--- src/rtl/cp_loader_pkg.sv ---
// cp_loader_pkg - shared types and helpers for the character-pixel burst loader (rev 1.0)
`default_nettype none

package cp_loader_pkg;

  localparam int QWORD_BYTES = 8;

  typedef enum logic [2:0] {
    IDLE  = 3'd0,
    REQ   = 3'd1,
    DATA  = 3'd2,
    DRAIN = 3'd3,
    FIN   = 3'd4
  } state_t;

  // Job lengths beyond the buffer depth are silently limited to the depth.
  function automatic int unsigned clamp_count(input int unsigned n, input int unsigned max_n);
    return (n > max_n) ? max_n : n;
  endfunction

endpackage

`default_nettype wire

--- src/rtl/cp_burst_loader.sv ---
// cp_burst_loader - fetches N qwords from SDRAM in fixed bursts and streams them into the
// character-pixel line buffer write port (rev 1.0)
`default_nettype none

module cp_burst_loader
  import cp_loader_pkg::*;
#(
  parameter  int ADDRWIDTH  = 24,
  parameter  int BURST_LEN  = 4,
  parameter  int MAX_QWORDS = 128,
  localparam int CW         = $clog2(MAX_QWORDS + 1)
) (
  input  logic                 clock,
  input  logic                 reset_n,
  input  logic                 start,
  input  logic [ADDRWIDTH-1:0] base_addr,
  input  logic [CW-1:0]        num_qwords,
  input  logic                 cancel,
  output logic                 busy,
  output logic                 done,
  output logic                 sdr_req,
  output logic [ADDRWIDTH-1:0] sdr_addr,
  input  logic                 sdr_ack,
  input  logic                 sdr_valid,
  input  logic [63:0]          sdr_data,
  output logic                 cp_wr,
  output logic [63:0]          cp_data
);

  localparam int BW = $clog2(BURST_LEN) + 1;
  localparam logic [ADDRWIDTH-1:0] BURST_STRIDE = ADDRWIDTH'(BURST_LEN * QWORD_BYTES);
  localparam logic [ADDRWIDTH-1:0] QWORD_MASK   = ~ADDRWIDTH'(QWORD_BYTES - 1);

  state_t                 state_q, state_nx;
  logic [ADDRWIDTH-1:0]   addr_q, addr_nx;
  logic [CW-1:0]          remaining_q, remaining_nx;
  logic [BW-1:0]          beat_q, beat_nx;
  logic                   wr_nx;
  logic                   done_nx;
  logic                   last_beat;

  assign last_beat = (beat_q == BW'(BURST_LEN - 1));

  always_ff @(posedge clock or negedge reset_n) begin
    if (!reset_n) begin
      state_q     <= IDLE;
      addr_q      <= '0;
      remaining_q <= '0;
      beat_q      <= '0;
    end else begin
      state_q     <= state_nx;
      addr_q      <= addr_nx;
      remaining_q <= remaining_nx;
      beat_q      <= beat_nx;
    end
  end

  always_comb begin
    state_nx     = state_q;
    addr_nx      = addr_q;
    remaining_nx = remaining_q;
    beat_nx      = beat_q;
    wr_nx        = 1'b0;
    done_nx      = 1'b0;
    case (state_q)
      IDLE: begin
        if (start) begin
          if (num_qwords != '0) begin
            addr_nx      = base_addr & QWORD_MASK;
            remaining_nx = CW'(clamp_count(32'(num_qwords), MAX_QWORDS));
            state_nx     = REQ;
          end else begin
            done_nx = 1'b1;
          end
        end
      end
      REQ: begin
        // A same-cycle ack wins over cancel: the burst is owed to us and must be drained.
        if (sdr_ack) begin
          beat_nx  = '0;
          state_nx = cancel ? DRAIN : DATA;
        end else if (cancel) begin
          state_nx = IDLE;
        end
      end
      DATA: begin
        if (sdr_valid) beat_nx = beat_q + BW'(1);
        if (cancel) begin
          state_nx = (sdr_valid && last_beat) ? IDLE : DRAIN;
        end else if (sdr_valid) begin
          if (remaining_q != '0) begin
            wr_nx        = 1'b1;
            remaining_nx = remaining_q - CW'(1);
          end
          if (last_beat) begin
            if (remaining_nx != '0) begin
              state_nx = REQ;
              addr_nx  = addr_q + BURST_STRIDE;
            end else begin
              state_nx = FIN;
            end
          end
        end
      end
      DRAIN: begin
        if (sdr_valid) begin
          beat_nx = beat_q + BW'(1);
          if (last_beat) state_nx = IDLE;
        end
      end
      FIN: begin
        done_nx  = 1'b1;
        state_nx = IDLE;
      end
      default: state_nx = IDLE;
    endcase
  end

  always_ff @(posedge clock or negedge reset_n) begin
    if (!reset_n) begin
      cp_wr   <= 1'b0;
      cp_data <= '0;
      done    <= 1'b0;
    end else begin
      cp_wr <= wr_nx;
      done  <= done_nx;
      if (wr_nx) cp_data <= sdr_data;
    end
  end

  assign busy     = (state_q != IDLE);
  assign sdr_req  = (state_q == REQ);
  assign sdr_addr = addr_q;

endmodule

`default_nettype wire

--- config.mk ---
export PLATFORM = sky130hd
export DESIGN_NAME = cp_burst_loader
export DESIGN_NICKNAME = d
export VERILOG_FILES = /design/src/rtl/cp_loader_pkg.sv /design/src/rtl/cp_burst_loader.sv
export SDC_FILE = /design/constraint.sdc
export NUM_CORES = 1
export LEC_CHECK = 0
export ABC_AREA = 1
export BUFFER_PORTS_ARGS = -buffer_cell sky130_fd_sc_hd__buf_2
export CAP_MARGIN = 20
export CORE_UTILIZATION = 40
export CTS_CLUSTER_DIAMETER = 200
export CTS_CLUSTER_SIZE = 25
export DETAILED_ROUTE_END_ITERATION = 7
export PLACE_DENSITY = 0.72
export SYNTH_ARGS = -nofsm -noshare
export SYNTH_HDL_FRONTEND = slang
export SYNTH_SLANG_ARGS = --single-unit
export TNS_END_PERCENT = 20
--- constraint.sdc ---
create_clock -name clock -period 4.05 [get_ports clock]
set_input_delay 0.81 -clock clock [delete_from_list [all_inputs] [get_ports clock]]
set_output_delay 0.81 -clock clock [all_outputs]
set_load 0.005 [all_outputs]
==> summary.md <==
| Metric | Value |
|---|---|
| Post-CTS Setup Inserts | 0 |
| Commonest cells in the netlist | nand2_1 (336), dfrtp_1 (101), nand3_1 (39) |
| Pin slew with the least headroom to its limit | around 0.95 ns |
| Hold Fails Final Rpt | 0 |
| Final GP Congestion | 0.8025 |
| Layout cells sized above 1 | 0.2832 |
| Synth area leaders | dfrtp_1 (49%), nand2_1 (25%), nand3_1 (3.8%) |
| Overall Power | 4.823 mW |
| Critical path peak fanout | 37 |
| Post-synthesis mux area share | 0 |
| IO Pins | ~190 |
| WL/cell | about 13 µm |
| Synthesized flop and latch total | ~100 |
| Required @ worst endpoint | approximately 4.3 ns |
| Placed instance count | 1002 |
| Slew headroom | 0.3677 |
| Worst Skew | around 0.0087 ns |
| Vias in the first global route | about 4300 |
| Combinational family with the most area after synthesis | simple AND/OR/NAND/NOR gates |
| Setup tns final | 0 ns |
| Sequential-to-total area share from yosys stat | 0.4936 |
| Highest clock rate | 0.3789 GHz |
| Final setup vio count | 0 |
| Critical path endpoint category | flop |
| Critical path class | reg2reg |
| Post-synth EDFFs | 0 |
| Internal Pwr Total | around 2.8 mW |
| Initial Util | 0.4176 |
| DRT iter0 DRCs | approximately 260 |
| Post-DR vias/cell | between 4 and 5 |
| Clock root buffer | clkbuf_16 |
| CTS buffer count | 9 |
| Clock sinks | 101 |
| Reg power frac | 0.382 |
| Final slew viol count | 0 |
| Hold bufs inserted after CTS | 0 |
| DRC viols | 0 |
| ANT cells | 0 |
| Compound-Gate Fraction of Synth Area | 0.05254 |
| Yosys cell types | 37 |
| Site Rows | 40 |
| Post-Synthesis Cells | 670 |
| Die width | roughly 120 µm |
| CP Launch Type | flop |
| Initial antenna violation count | 1 |
| Dpl hpwl | 9047 µm |
| Net Sw Frac | 0.4203 |
| Net Switching | about 2 mW |
| Most frequent cell after synthesis | nand2_1 |
| Total GRT Usage | 0.2014 |
| Largest area contributor in the netlist | dfrtp_1 |
| XOR/XNOR share of the synthesized area | 0.01026 |
| Synth top area share | 0.4936 |
| Final wirelength | between 10000 and 15000 µm |
| Util after Layout | 0.5248 |
| Syn Area/Cell | ~7.6 µm² |
| First-pass GRT wire length | roughly 21000 µm |
| Max_cap viols | 0 |
| CTS H-tree lvls | 3 |
| Via count | 4681 |
| Post-Syn Area | 5120 µm² |
| VDD IR-drop max | 0.0003978 V |
| Worst-Skew Late Latency | roughly 0.35 ns |
| Status | completed |
| Power share of the clock group | 0.177 |
| Final period util | 0.6516 |
| Clock tree buffer depth | 2 |
| Asr flop ratio synth | 1.000 |
| Largest net degree at the start of global routing | 74 |
| Dominant synthesized flop cell | dfrtp_1 |
| Final Critical Period | between 2 and 3 ns |
| Simple-gate share of the synthesized area | 0.3707 |
| Grt total ovfl | 0 |
| Yosys warns | 0 |
| Final #Nets | roughly 950 |
| Total die area | roughly 13000 µm² |
| Post-route ant nets | 0 |
| Die height | about 120 µm |
| Router iterations before antenna repair | 4 |
| Post_cts resized | 0 |
| CTS tree | done |
| Final Non-Filler Cells | 1019 |
| Tightest Hold Check Type | reg2reg |
| Logic pwr share | 0.441 |
| Critical Path AT | around 2.9 ns |
| Unrepaired setup endpoints after global routing | no |
| IO buf count | between 150 and 200 |
| Leak pwr | 3.634 nW |
| Core Area | between 10000 and 15000 µm² |
| Power Density | 749.4 nW/µm² |
| Clock Pin Slew Worst Setup and Hold Paths | approximately 0.070 ns |
| Area share of fa/ha/maj cells after synthesis | 0.009775 |
| Area Growth Syn to Fin | 25.68% |
-- sequential cells by signal (all words and copies together) (netlist names) --
name	flops
beat_q	3
cp_wr	1
state_q	3
sdr_addr	21
done	1
cp_data	64
remaining_q	8
-- worst paths after layout --
path / cells past startpoint / end / startpoint / slack [ns]
max: 10 / sdr_addr[10]$_DFFE_PN0P_ / state_q[2]$_DFFE_PN0P_ / 1.41
max reg2reg: 10 / sdr_addr[10]$_DFFE_PN0P_ / state_q[2]$_DFFE_PN0P_ / 1.41
min: 2 / cp_data[8]$_DFFE_PN0P_ / cp_data[8]$_DFFE_PN0P_ / 0.47
min reg2reg: 2 / cp_data[8]$_DFFE_PN0P_ / cp_data[8]$_DFFE_PN0P_ / 0.47
min in group asynchronous: 1 / cp_data[7]$_DFFE_PN0P_ / reset_n / 0.56
max in group asynchronous: 2 / cp_data[20]$_DFFE_PN0P_ / reset_n / 2.50
-- through the flow --
stage               cell area (µm²)  hold slack [ns]  worst slack (ns)
floorplan                      5127           0.4457             2.077
global placement               6123           0.4572             1.274
detailed placement             6123           0.4594             1.293
CTS                            6415           0.4781             1.276
global route                   6435           0.4889             1.161
finish                         6435           0.4739             1.411
-- worst max-delay path, stage by stage (launching register included) --
cell	delay [ns]
dfrtp_1	0.44
inv_2	0.08
nand2_1	0.09
nor2_2	0.04
buf_4	0.21
inv_2	0.47
o21ai_2	0.20
nor2_4	0.54
nand2_4	0.28
nand2_1	0.12
nand2_1	0.05
-- power groups by stage --
stage | logic [mW] | clock network [mW] | registers, mW
global placement | 2.11 | 0 | 1.84
floorplan | 1.40 | 0 | 1.86
detailed placement | 2.16 | 0 | 1.85
global route | 2.45 | 0.924 | 1.91
CTS | 2.16 | 0.880 | 1.84
finish | 2.13 | 0.854 | 1.84
-- layer usage --
layer  wire length [µm]  track usage
met1               5704       0.2588
met2               6216       0.3245
met3                698      0.06589
met4                165      0.05887
met5                 13            0
-- final cells by class --
cell class	instances	area (µm²)
clock buffer	10	239.0
clock inverter	6	52.55
fill	1236	5827
inverter	37	138.9
multi-input combinational	506	2286
sequential	101	2527
tap	168	210.2
timing repair buffer	191	980.9
-- cell usage in the layout (no fill, tap or decap), types with 3 or more instances in the layout --
cell,count
nor2_1,30
clkbuf_16,9
o211ai_1,3
inv_2,4
inv_1,33
nand2_1,336
nand2_2,3
dfrtp_1,101
nor2_4,4
nand3_2,11
xnor2_1,4
ha_1,4
nand4_1,6
nor2_2,5
buf_4,4
buf_2,186
o21ai_0,36
a21oi_1,4
nand3_1,38
conb_1,3
-- logic make-up (layout without fill, tap and decap cells) --
logic type	after synthesis	in the layout
xor+xnor	6	6
flops	101	101
other cells	1	3
buf+inv	65	244
compound gates	50	50
fa+ha+maj	4	4
simple gates	443	443
No activity file was read; power rests on OpenSTA's default activity.
